### config.mk
export PLATFORM = sky130hd
export DESIGN_NAME = voice_mixer_flat
export DESIGN_NICKNAME = d
export VERILOG_FILES = /design/src/rtl/synth_pkg.sv /design/src/rtl/voice_mixer_if.sv /design/src/rtl/lrck_edge_sync.sv /design/src/rtl/voice_mixer.sv /design/src/flat_wrapper.sv
export SDC_FILE = /design/constraint.sdc
export NUM_CORES = 1
export LEC_CHECK = 0
export BUFFER_PORTS_ARGS = -buffer_cell sky130_fd_sc_hd__buf_2
export CAP_MARGIN = 15
export CORE_MARGIN = 8
export CORE_UTILIZATION = 60
export CTS_BUF_LIST = sky130_fd_sc_hd__clkbuf_8
export DETAILED_ROUTE_END_ITERATION = 12
export PLACE_DENSITY = 0.88
export SKIP_LAST_GASP = 1
export SYNTH_ARGS = -nofsm -noshare
export SYNTH_HDL_FRONTEND = slang
export SYNTH_SLANG_ARGS = --single-unit
### constraint.sdc
create_clock -name Clk -period 5.9 [get_ports Clk]
set_input_delay 0 -clock Clk [delete_from_list [all_inputs] [get_ports Clk]]
set_output_delay 0 -clock Clk [all_outputs]
set_load 0.05 [all_outputs]
### src/rtl/synth_pkg.sv
// Shared definitions for the synth audio path: the sample type, mixer FSM states,
// gain constants and the 16-bit saturation helper that later effect stages reuse.
package synth_pkg;

  typedef logic signed [15:0] sample_t;

  typedef enum logic [1:0] {
    IDLE,
    ACCUM,
    SCALE,
    SAT
  } mix_state_e;

  localparam int      UNITY_GAIN = 128;
  localparam int      VOL_SHIFT  = $clog2(UNITY_GAIN);
  localparam sample_t SAMPLE_MAX = 16'sh7FFF;
  localparam sample_t SAMPLE_MIN = 16'sh8000;

  // Width of the value handed to saturate(); wide enough for any scaled mix.
  localparam int SAT_IN_W = 48;

  typedef struct packed {
    logic    clip;
    sample_t value;
  } sat_result_t;

  // Clamp a wide signed value to the 16-bit sample range and flag when clamping happened.
  function automatic sat_result_t saturate(input logic signed [SAT_IN_W-1:0] x);
    sat_result_t                 r;
    logic signed [SAT_IN_W-1:0]  hi;
    logic signed [SAT_IN_W-1:0]  lo;
    hi = SAT_IN_W'(SAMPLE_MAX);
    lo = SAT_IN_W'(SAMPLE_MIN);
    r.clip = 1'b1;
    if (x > hi) begin
      r.value = SAMPLE_MAX;
    end else if (x < lo) begin
      r.value = SAMPLE_MIN;
    end else begin
      r.clip  = 1'b0;
      r.value = x[15:0];
    end
    return r;
  endfunction

endpackage

### src/rtl/voice_mixer_if.sv
// Bus between the voice source and the mixer: voice samples, enables and master
// volume in; mixed sample, status flags and (with MIX_PEAK_METER_EN) the peak meter out.
interface voice_mixer_if #(
  parameter int NUM_VOICES = 8,
  parameter int SAMPLE_W   = 16,
  parameter int VOL_W      = 8
);

  logic [NUM_VOICES*SAMPLE_W-1:0] voice_in;
  logic [NUM_VOICES-1:0]          voice_en;
  logic [VOL_W-1:0]               volume;
  logic signed [SAMPLE_W-1:0]     mix_out;
  logic                           mix_valid;
  logic                           clip;
  logic                           overrun;
  logic                           busy;
`ifdef MIX_PEAK_METER_EN
  logic [SAMPLE_W-1:0]            peak_level;
`endif

  // Voice source side: drives voices and volume, observes the mix.
  modport master (
    output voice_in, voice_en, volume,
    input  mix_out, mix_valid, clip, overrun, busy
`ifdef MIX_PEAK_METER_EN
    , input peak_level
`endif
  );

  // Mixer side.
  modport slave (
    input  voice_in, voice_en, volume,
    output mix_out, mix_valid, clip, overrun, busy
`ifdef MIX_PEAK_METER_EN
    , output peak_level
`endif
  );

endinterface

### src/rtl/lrck_edge_sync.sv
// Brings AUD_DACLRCK into the Clk domain with a 2-FF synchroniser and emits a
// one-cycle tick on each rising edge. All stages reset high so an lrck that is
// already high when reset releases does not look like a rise.
module lrck_edge_sync (
  input  logic Clk,
  input  logic Reset_n,
  input  logic lrck,
  output logic tick
);

  logic sync1_q, sync1_d;
  logic sync2_q, sync2_d;
  logic prev_q, prev_d;

  // Shift lrck through the synchroniser and remember the previous synced level.
  always_comb begin
    sync1_d = lrck;
    sync2_d = sync1_q;
    prev_d  = sync2_q;
  end

  // Synchroniser and history registers, reset to the "lrck high" level.
  always_ff @(posedge Clk) begin
    if (!Reset_n) begin
      sync1_q <= 1'b1;
      sync2_q <= 1'b1;
      prev_q  <= 1'b1;
    end else begin
      sync1_q <= sync1_d;
      sync2_q <= sync2_d;
      prev_q  <= prev_d;
    end
  end

  assign tick = sync2_q & ~prev_q;

endmodule

### src/rtl/voice_mixer.sv
// Polyphonic mix stage: on each codec frame tick, snapshot the voices, sum the
// enabled ones one per cycle, apply master volume (128 = unity), saturate to
// 16 bits and present the held result with a one-cycle valid pulse.
// Optional feature macro: MIX_PEAK_METER_EN adds a decaying |mix_out| peak meter.
// The package sample type fixes SAMPLE_W at 16.
module voice_mixer
  import synth_pkg::*;
#(
  parameter int NUM_VOICES = 8,
  parameter int SAMPLE_W   = 16,
  parameter int VOL_W      = 8
`ifdef MIX_PEAK_METER_EN
  , parameter int PEAK_SHIFT = 10
`endif
) (
  input  logic          Clk,
  input  logic          Reset_n,
  input  logic          lrck,
  voice_mixer_if.slave  bus
);

  localparam int IDX_W  = $clog2(NUM_VOICES);
  localparam int ACC_W  = SAMPLE_W + $clog2(NUM_VOICES);
  localparam int PROD_W = ACC_W + VOL_W + 1;
  localparam logic [IDX_W-1:0] LAST_IDX = IDX_W'(NUM_VOICES - 1);

  logic tick;

  lrck_edge_sync u_sync (
    .Clk     (Clk),
    .Reset_n (Reset_n),
    .lrck    (lrck),
    .tick    (tick)
  );

  // Per-voice view of the packed input bus.
  logic signed [SAMPLE_W-1:0] in_arr [NUM_VOICES];

  genvar gi;
  generate
    for (gi = 0; gi < NUM_VOICES; gi++) begin : g_unpack
      assign in_arr[gi] = bus.voice_in[gi*SAMPLE_W +: SAMPLE_W];
    end
  endgenerate

  mix_state_e                 state_q, state_d;
  logic signed [SAMPLE_W-1:0] voices_q [NUM_VOICES];
  logic signed [SAMPLE_W-1:0] voices_d [NUM_VOICES];
  logic [NUM_VOICES-1:0]      en_q, en_d;
  logic [VOL_W-1:0]           vol_q, vol_d;
  logic signed [ACC_W-1:0]    acc_q, acc_d;
  logic [IDX_W-1:0]           idx_q, idx_d;
  logic signed [PROD_W-1:0]   scaled_q, scaled_d;
  logic signed [SAMPLE_W-1:0] mix_out_q, mix_out_d;
  logic                       clip_q, clip_d;
  logic                       mix_valid_q, mix_valid_d;
  logic                       overrun_q, overrun_d;

  logic signed [PROD_W-1:0]   prod;
  sat_result_t                sat;
`ifdef MIX_PEAK_METER_EN
  logic [SAMPLE_W-1:0]        peak_q, peak_d, mag, decayed;
`endif

  // FSM next state, datapath and output updates for the serial mix.
  always_comb begin
    state_d     = state_q;
    voices_d    = voices_q;
    en_d        = en_q;
    vol_d       = vol_q;
    acc_d       = acc_q;
    idx_d       = idx_q;
    scaled_d    = scaled_q;
    mix_out_d   = mix_out_q;
    clip_d      = clip_q;
    mix_valid_d = 1'b0;
    overrun_d   = overrun_q;
    // Volume is zero-extended so 128..255 stay positive gains.
    prod        = PROD_W'(acc_q) * PROD_W'($signed({1'b0, vol_q}));
    sat         = saturate(SAT_IN_W'(scaled_q));
`ifdef MIX_PEAK_METER_EN
    peak_d      = peak_q;
    // -32768 has no positive 16-bit twin, so it reads as full scale.
    if (sat.value == SAMPLE_MIN) begin
      mag = SAMPLE_W'(SAMPLE_MAX);
    end else if (sat.value[15]) begin
      mag = SAMPLE_W'(-sat.value);
    end else begin
      mag = SAMPLE_W'(sat.value);
    end
    decayed = peak_q - (peak_q >> PEAK_SHIFT);
`endif

    case (state_q)
      IDLE: begin
        if (tick) begin
          voices_d = in_arr;
          en_d     = bus.voice_en;
          vol_d    = bus.volume;
          acc_d    = '0;
          idx_d    = '0;
          state_d  = ACCUM;
        end
      end
      ACCUM: begin
        if (en_q[idx_q]) begin
          acc_d = acc_q + ACC_W'(voices_q[idx_q]);
        end
        idx_d = idx_q + 1'b1;
        if (idx_q == LAST_IDX) begin
          state_d = SCALE;
        end
      end
      SCALE: begin
        scaled_d = prod >>> VOL_SHIFT;
        state_d  = SAT;
      end
      SAT: begin
        mix_out_d   = sat.value;
        clip_d      = sat.clip;
        mix_valid_d = 1'b1;
`ifdef MIX_PEAK_METER_EN
        peak_d      = (mag > decayed) ? mag : decayed;
`endif
        state_d     = IDLE;
      end
      default: state_d = IDLE;
    endcase

    // A frame tick that the FSM cannot accept is recorded, never queued.
    if (tick && (state_q != IDLE)) begin
      overrun_d = 1'b1;
    end
  end

  // State and datapath registers; reset aborts any mix in progress.
  always_ff @(posedge Clk) begin
    if (!Reset_n) begin
      state_q     <= IDLE;
      voices_q    <= '{default: '0};
      en_q        <= '0;
      vol_q       <= '0;
      acc_q       <= '0;
      idx_q       <= '0;
      scaled_q    <= '0;
      mix_out_q   <= '0;
      clip_q      <= 1'b0;
      mix_valid_q <= 1'b0;
      overrun_q   <= 1'b0;
`ifdef MIX_PEAK_METER_EN
      peak_q      <= '0;
`endif
    end else begin
      state_q     <= state_d;
      voices_q    <= voices_d;
      en_q        <= en_d;
      vol_q       <= vol_d;
      acc_q       <= acc_d;
      idx_q       <= idx_d;
      scaled_q    <= scaled_d;
      mix_out_q   <= mix_out_d;
      clip_q      <= clip_d;
      mix_valid_q <= mix_valid_d;
      overrun_q   <= overrun_d;
`ifdef MIX_PEAK_METER_EN
      peak_q      <= peak_d;
`endif
    end
  end

  assign bus.mix_out   = mix_out_q;
  assign bus.mix_valid = mix_valid_q;
  assign bus.clip      = clip_q;
  assign bus.overrun   = overrun_q;
  assign bus.busy      = (state_q != IDLE);
`ifdef MIX_PEAK_METER_EN
  assign bus.peak_level = peak_q;
`endif

endmodule

### src/flat_wrapper.sv
// flat-port wrapper written by rule: the top's interface ports become plain ports
module voice_mixer_flat import synth_pkg::*;
#(
  parameter int NUM_VOICES = 8,
  parameter int SAMPLE_W   = 16,
  parameter int VOL_W      = 8

)
  (Clk, Reset_n, lrck, bus_voice_in, bus_voice_en, bus_volume, bus_mix_out, bus_mix_valid, bus_clip, bus_overrun, bus_busy);
  voice_mixer_if #(.NUM_VOICES(NUM_VOICES), .SAMPLE_W(SAMPLE_W), .VOL_W(VOL_W)) bus_i ();
  input  logic Clk;
  input  logic Reset_n;
  input  logic lrck;
  input wire logic [$bits(bus_i.voice_in)-1:0] bus_voice_in;
  input wire logic [$bits(bus_i.voice_en)-1:0] bus_voice_en;
  input wire logic [$bits(bus_i.volume)-1:0] bus_volume;
  output wire logic [$bits(bus_i.mix_out)-1:0] bus_mix_out;
  output wire logic [$bits(bus_i.mix_valid)-1:0] bus_mix_valid;
  output wire logic [$bits(bus_i.clip)-1:0] bus_clip;
  output wire logic [$bits(bus_i.overrun)-1:0] bus_overrun;
  output wire logic [$bits(bus_i.busy)-1:0] bus_busy;
  assign bus_i.voice_in = bus_voice_in;
  assign bus_i.voice_en = bus_voice_en;
  assign bus_i.volume = bus_volume;
  assign bus_mix_out = bus_i.mix_out;
  assign bus_mix_valid = bus_i.mix_valid;
  assign bus_clip = bus_i.clip;
  assign bus_overrun = bus_i.overrun;
  assign bus_busy = bus_i.busy;
  voice_mixer #(.NUM_VOICES(NUM_VOICES), .SAMPLE_W(SAMPLE_W), .VOL_W(VOL_W)) u_core (.Clk(Clk), .Reset_n(Reset_n), .lrck(lrck), .bus(bus_i));
endmodule
==> impl_metrics.yaml, run 1 <==
final_layout:
  final_core_util: 0.745
  final_nets: 2319
  syn2layout_area_growth_pct: 21.6
  drive_gt1_frac: 0.145
logic_synthesis:
  yosys_most_used_dff: "dfxtp_1"
  synth_edf_count: 0
  ys.warnings.count: 0
  ys_seq_elements: 211
  seq_area_frac_synth: 0.283
  syn-cell-area_um2: 14900
  synth_cell_types: 60
  yosys.area.top_type: "dfxtp_1"
  synth_top_area_share: 0.283
  async_flop_share: 0
  syn_inst: 1701
  synth_fp_nets: 2044
  avgSynthCellArea_um2: 8.76
  yosys-top-cells-area: "dfxtp_1 (28%), fa_1 (16%), nand2_1 (9.6%)"
grt:
  grt_pass1_vias: 15003
  grt_overflow_total: 0
  grt_use_total: 0.325
  grt_max_degree: 121
  grt_pass1_wl_um: 79600
  grt_antenna_before_repair: 3
flow_run:
  maxCapViolCount: 0
clock_network:
  cts_max_level: 2
  cts_inserted_buffers: 36
  insertion_delay_ns: 0.56
  cts_setup_buffers: 0
  clk_pin_slew_ns: 0.07
  root_buffer: "clkbuf_8"
  clockBufferDepth: 3
  cts_resized: 0
  cts_tree: "built"
  clock-sinks: 211
worst_setup_path:
  worstSetupPathType: "reg -> reg"
  cp_cell_sequence: "nand2_1 > fa_1 > inv_1 > fa_1 > fa_1 > inv_1 > fa_1 > inv_1 > ha_1 > a21oi_1 > o21ai_0 > a2111oi_2 > buf_4 > nor3_1 > o21ai_0 > mux2i_1 > a311o_1"
  cp_max_fo: 20
  r2r_setup_slack_ns: 0.47
  crit_family: "adder cells"
  cp_data_arrival_time_ns: 5.86
  critPathBufInv: 4
  endpoint_kind: "flip-flop"
  cp_common_cell: "fa_1"
  slowest_delay_ns: 0.79
  cp.required_ns: 6.33
  cpMaxStageDelayCell: "dfxtp_1"
  startpoint_type: "flip-flop"
power_and_ir_drop:
  p_seq_frac: 0.461
  comb_power_share: 0.130
  sw_frac_of_total: 0.284
  p_switching_mw: 0.924
  power.total_mw: 3.25
  irDropWorstVdd_uv: 193
  p_clk_frac: 0.409
  p_int_mw: 2.33
  powerDensity_nw_per_um2: 180
  power.leakage_nw: 7.98
die:
  initial_core_util: 0.613
  dieArea_um2: 30100
  rows: 57
  io_pins: 167
  die_h_um: 174
  coreArea_um2: 24300
  die_x_um: 174
timing:
  finalHoldViolations: 0
  setup_viol: 0
  whs_ns: 0.225
  tightest_slew_ns: 1.18
  slew_violations: 0
  period_needed_ns: 5.43
  rsz0062_at_grt: "no"
  finalSetupTns_ns: 0
  fin_skew_ns: 0.0465
  fmax_mhz: 184
  finalCritPeriodShare: 0.921
  slew-limit-headroom: 0.215
placement:
  place.gp.congestion: 0.926
  dp_hpwl_um: 27700
  io_buffer_count: 166
drt:
  final_antenna_net_count: 0
  drc: 0
  routed_wl_um: 49900
  vias: 14308
  wl_per_cell_um: 21.4
  drtIter0Drc: 1761
  via_per_inst: 6.15
  drt_pass1_iterations: 5
min_path:
  hp-class: "in -> reg"
status:
  run_status: "finished clean"
==> stage by stage <==
stage / instances / setup slack [ns] / instance area [µm²]
final: 2326 / 0.467 / 18100
after global routing: 2326 / 0.160 / 18100
after CTS: 2324 / 0.551 / 18100
after detailed placement: 2111 / 0.546 / 15900
after global placement: 2111 / 0.710 / 15900
after floorplan: 1701 / 0.857 / 14900
==> Yosys cell counts (all sizes together) (2+ instances only) <==
master and n:
o211ai 7, o22ai 2, nor4 2, a221oi 2, and3 6, a2111oi 4, a211oi 6, mux2 19
o21ai 53, and2 88, buf 15, nor3 13, a21o 12, and4 3, nand3 19, mux2i 10
inv 169, fa 120, nand2b 6, nor2 41, nor2b 18, dfxtp 211, o21a 4, a22oi 8
a21boi 152, ha 76, a32o 2, clkbuf 83, nand3b 14, o21bai 6, a311o 2, nand4b 7
o31a 2, nand4 4, xnor2 15, or3 4, nand2 383, a21oi 51, a31oi 4, xor2 12
mux4 34
==> cells by family after synthesis <==
group,after synthesis,share of synthesized area
and+or+nand+nor,613,0.187
AOI/OAI and AO/OA,324,0.148
buffers and inverters,267,0.0679
DFF,211,0.283
adders and majority gates,196,0.225
muxes,63,0.0727
xor gates and xnor gates,27,0.0159
==> what timing repair did <==
item	4_1_cts	5_1_grt
setup endpoints to repair	0	0
hold buffers	151	0
hold endpoints to repair	170	0
==> layout by cell type (no fill, tap or decap), drive strengths merged, types with 7 or more instances in the layout <==
| master | n |
|---|---|
| fa | 120 |
| dfxtp | 211 |
| xnor2 | 15 |
| a22oi | 8 |
| a21o | 12 |
| mux2i | 10 |
| nand4b | 7 |
| and2 | 88 |
| nor2 | 41 |
| buf | 184 |
| dlygate4sd3 | 151 |
| nand3 | 19 |
| nor2b | 18 |
| mux4 | 34 |
| o21ai | 53 |
| xor2 | 12 |
| nor3 | 13 |
| mux2 | 19 |
| a21boi | 152 |
| nand3b | 14 |
| nand2 | 383 |
| ha | 76 |
| inv | 185 |
| a21oi | 51 |
| clkbuf | 44 |
| o211ai | 7 |
==> layer usage <==
metal  share of wire  track usage
met5               0            0
met4           0.078        0.209
met3            0.11       0.0804
met2            0.47        0.544
met1            0.35        0.367
==> worst paths after layout <==
path	from	endpoint	cells after the start
max reg2reg	u_core.vol_q[3]	u_core.scaled_q[19]	17
min reg2reg	u_core.u_sync.sync1_q	u_core.u_sync.prev_d	1
min	lrck	u_core.u_sync.sync1_q	3
max	u_core.vol_q[3]	u_core.scaled_q[19]	17
==> area by class of cell <==
| type | count | area (µm²) |
|---|---|---|
| multi-input cells | 1223 | 9680 |
| clock buffers | 44 | 606 |
| well taps | 324 | 405 |
| flip-flops and latches | 211 | 4230 |
| repair buffers | 335 | 2480 |
| inverters | 169 | 634 |
| fillers | 1438 | 6200 |
| diodes | 2 | 5.00 |
| clock inverters | 18 | 86.3 |
==> power groups by stage <==
stage | Combinational, mW | Clock (mW) | Sequential (mW)
finish | 0.421 | 1.33 | 1.50
global route | 0.441 | 1.39 | 1.50
global placement | 0.298 | 0 | 1.52
floorplan | 0.196 | 0 | 1.52
CTS | 0.381 | 1.29 | 1.49
detailed placement | 0.304 | 0 | 1.52
==> worst min-delay path, stage by stage <==
cell and delay [ns]:
dlygate4sd3_1 0.53, buf_2 0.10, nand2b_1 0.10
==> registers in the layout (all words and copies together) (netlist names) <==
name	cells
u_core.scaled_q	21
u_core.bus.mix_out	16
u_core.u_sync.prev_q	1
u_core.acc_q	19
u_core.bus.clip	1
u_core.bus.mix_valid	1
u_core.vol_q	8
u_core.state_q	2
u_core.u_sync.sync1_q	1
u_core.bus.overrun	1
u_core.voices_q	128
u_core.u_sync.prev_d	1
u_core.idx_q	3
u_core.en_q	8
No activity file was read; power rests on OpenSTA's default activity.
==> run 2: changes to the inputs <==
--- a/config.mk
+++ b/config.mk
@@ -11,8 +11,9 @@
 export CORE_UTILIZATION = 60
 export CTS_BUF_LIST = sky130_fd_sc_hd__clkbuf_8
 export DETAILED_ROUTE_END_ITERATION = 12
-export PLACE_DENSITY = 0.88
+export PLACE_DENSITY = 0.89
 export SKIP_LAST_GASP = 1
 export SYNTH_ARGS = -nofsm -noshare
 export SYNTH_HDL_FRONTEND = slang
+export SYNTH_HIERARCHICAL = 1
 export SYNTH_SLANG_ARGS = --single-unit
==> run 2 against run 1 <==
Register-to-register slack better by 0.14 ns. Total power up 1.7%. Die area down 2.7%. Largest cell class unchanged. Combinational power down 4%. Core utilization up 0.33 points. Critical endpoint is now u_core/scaled_q[18]. Via count down 2.3%. Final area down 2.8%. Global-route usage down 0.81 points. Setup slack better by 0.14 ns. Highest routed layer is now met5. Routed wire length down 6.4%. Cell count down 0.90%. First-iteration DRC count up 6.4%.
==> impl_metrics.yaml, run 2 <==
worst_setup_path:
  worstSetupPathType: "reg -> reg"
  cp_data_arrival_time_ns: 5.72
  cp_max_fo: 20
  startpoint_type: "flip-flop"
  endpoint_kind: "flip-flop"
  cp.required_ns: 6.33
  r2r_setup_slack_ns: 0.61
final_layout:
  layout_commonest_cell: "nand2_1"
  final_cells: 2305
  top_regs: "u_core/voices_q x128, u_core/scaled_q x21, u_core/acc_q x19"
  multi_input_area_um2: 9190
  final_cell_mix: "nand2_1 (387), dfxtp_1 (209), inv_1 (190)"
  final_core_util: 0.748
  syn2layout_area_growth_pct: 21.9
  largest_reg_flops: 128
  drive_gt1_frac: 0.151
  fill_cells: 1406
  regMostFlops: "u_core/voices_q"
  final_nets: 2303
  regArea_um2: 4230
logic_synthesis:
  synthSimpleGateAreaFrac: 0.187
  synth_cell_types: 67
  synth_compound_area_frac: 0.126
  avgSynthCellArea_um2: 8.53
  yosys.area.top_type: "dfxtp_1"
  async_flop_share: 0
  synth_xor_area_frac: 0.0194
  syn_inst: 1694
  yosys-top-cells-area: "dfxtp_1 (29%), fa_1 (17%), nand2_1 (10%)"
  synthAdderAreaFrac: 0.232
  ys_seq_elements: 211
  synth_edf_count: 0
  synth_fp_nets: 2037
  ys.warnings.count: 6
  synth_top_area_share: 0.292
  seq_area_frac_synth: 0.292
  yosys_most_used_dff: "dfxtp_1"
  synth_top_family_by_area: "adder cells"
  synth_mux_area_frac: 0.0702
  syn-cell-area_um2: 14500
  ys_top_cells_by_count: "nand2_1 (388), dfxtp_1 (211), a21oi_1 (189)"
  synthMostInstantiatedCell: "nand2_1"
drt:
  wl_per_cell_um: 20.3
  via_per_inst: 6.07
  vias: 13983
  drt_pass1_iterations: 8
  routed_wl_um: 46700
  drc: 0
  drtIter0Drc: 1873
  final_antenna_net_count: 0
power_and_ir_drop:
  powerDensity_nw_per_um2: 188
  power.leakage_nw: 7.92
  irDropWorstVdd_uv: 226
timing:
  whs_ns: 0.227
  period_needed_ns: 5.29
  slew_violations: 0
  fin_skew_ns: 0.0346
  tightest_slew_ns: 1.06
  finalHoldViolations: 0
  setup_viol: 0
  finalSetupTns_ns: 0
  slew-limit-headroom: 0.291
  fmax_mhz: 189
  finalCritPeriodShare: 0.897
  rsz0062_at_grt: "no"
grt:
  met3_usage: 0.0883
  grt_use_total: 0.317
  grt_use_met1: 0.373
  grt_use_met2: 0.514
  grt_overflow_total: 0
  grt_antenna_before_repair: 2
  grt_pass1_wl_um: 74300
  grt_pass1_vias: 14156
  grt_max_degree: 102
  busiest_layer: "met2"
clock_network:
  clockBufferDepth: 3
  clock-sinks: 211
  cts.hold.buffers_added: 147
  cts_resized: 0
  cts_inserted_buffers: 37
  insertion_delay_ns: 0.56
  root_buffer: "clkbuf_8"
  cts_max_level: 2
  cts_tree: "built"
  clk_pin_slew_ns: 0.07
  cts_setup_buffers: 0
die:
  die_h_um: 171
  die_x_um: 171
  io_pins: 167
  coreArea_um2: 23500
  initial_core_util: 0.614
  dieArea_um2: 29300
  rows: 56
placement:
  place.gp.congestion: 0.905
  io_buffer_count: 166
  dp_hpwl_um: 26300
  post-place-cells: 2093
min_path:
  hp-class: "in -> reg"
status:
  run_status: "finished clean"
flow_run:
  maxCapViolCount: 0
run 2: cell count changes after synthesis, sizes merged, moves of 5 or more:
cell and delta:
a21boi -150, nand3b -14, nor2b -11, nand2 +5, nor2 +25, o211ai -6
inv +8, a21oi +138, nand4b -7
run 2: kinds of logic (layout without fill, tap and decap cells):
| family | Yosys count | after routing |
|---|---|---|
| mux | 57 | 57 |
| xor+xnor | 32 | 32 |
| fa+ha+maj | 196 | 196 |
| compound gates | 316 | 316 |
| flops | 211 | 211 |
| simple gates | 607 | 607 |
| buf+inv | 275 | 566 |
| other cells | 0 | 1 |
run 2: area by class of cell:
class	instances	share of cell area
antenna	1	0.000142
inverter	178	0.0381
tap	319	0.0227
clock buffer	41	0.0320
timing repair buffer	324	0.135
sequential	211	0.240
multi-input combinational	1208	0.522
clock inverter	23	0.0102
run 2: final timing paths:
path,cells past startpoint,endpoint,start
setup reg to reg,16,u_core/scaled_q[18],u_core/vol_q[5]
setup / recovery,16,u_core/scaled_q[18],u_core/vol_q[5]
hold reg to reg,1,u_core/u_sync/prev_d,u_core/u_sync/sync1_q
hold / removal,4,u_core/voices_q[123],bus_voice_in[11]
run 2: metal layers:
metal / vias to the layer above / part of all wire / routed length [µm]
li1: 6062 / - / -
met1: 6460 / 0.36 / 16700
met2: 1146 / 0.45 / 21100
met3: 313 / 0.12 / 5400
met4: 2 / 0.074 / 3430
met5: - / 0.00028 / 13
run 2: where the power goes:
group          switching, mW  total [mW]  internal, mW
clock                  0.666        1.40         0.737
sequential            0.0397        1.50          1.46
combinational          0.228       0.403         0.175
run 2: metrics by stage:
step                      power (mW)  instance area (µm²)  worst slack, ns
after CTS                       3.24                17600            0.622
after floorplan                 1.70                14500            0.968
final                           3.31                17600            0.610
after detailed placement        1.81                15400            0.657
after global routing            3.39                17600            0.382
after global placement          1.81                15400            0.770
run 2: critical path, stage by stage, from the launching register on:
cell and delay, ns:
dfxtp_1 0.68, nand2_1 0.16, fa_1 0.56, inv_1 0.05, fa_1 0.46, fa_1 0.56
inv_1 0.06, fa_1 0.52, inv_1 0.04, ha_1 0.39, a21o_1 0.23, a31o_1 0.20
o21bai_4 0.18, a221oi_1 0.37, o21ai_0 0.16, or3_1 0.32, a32o_1 0.25
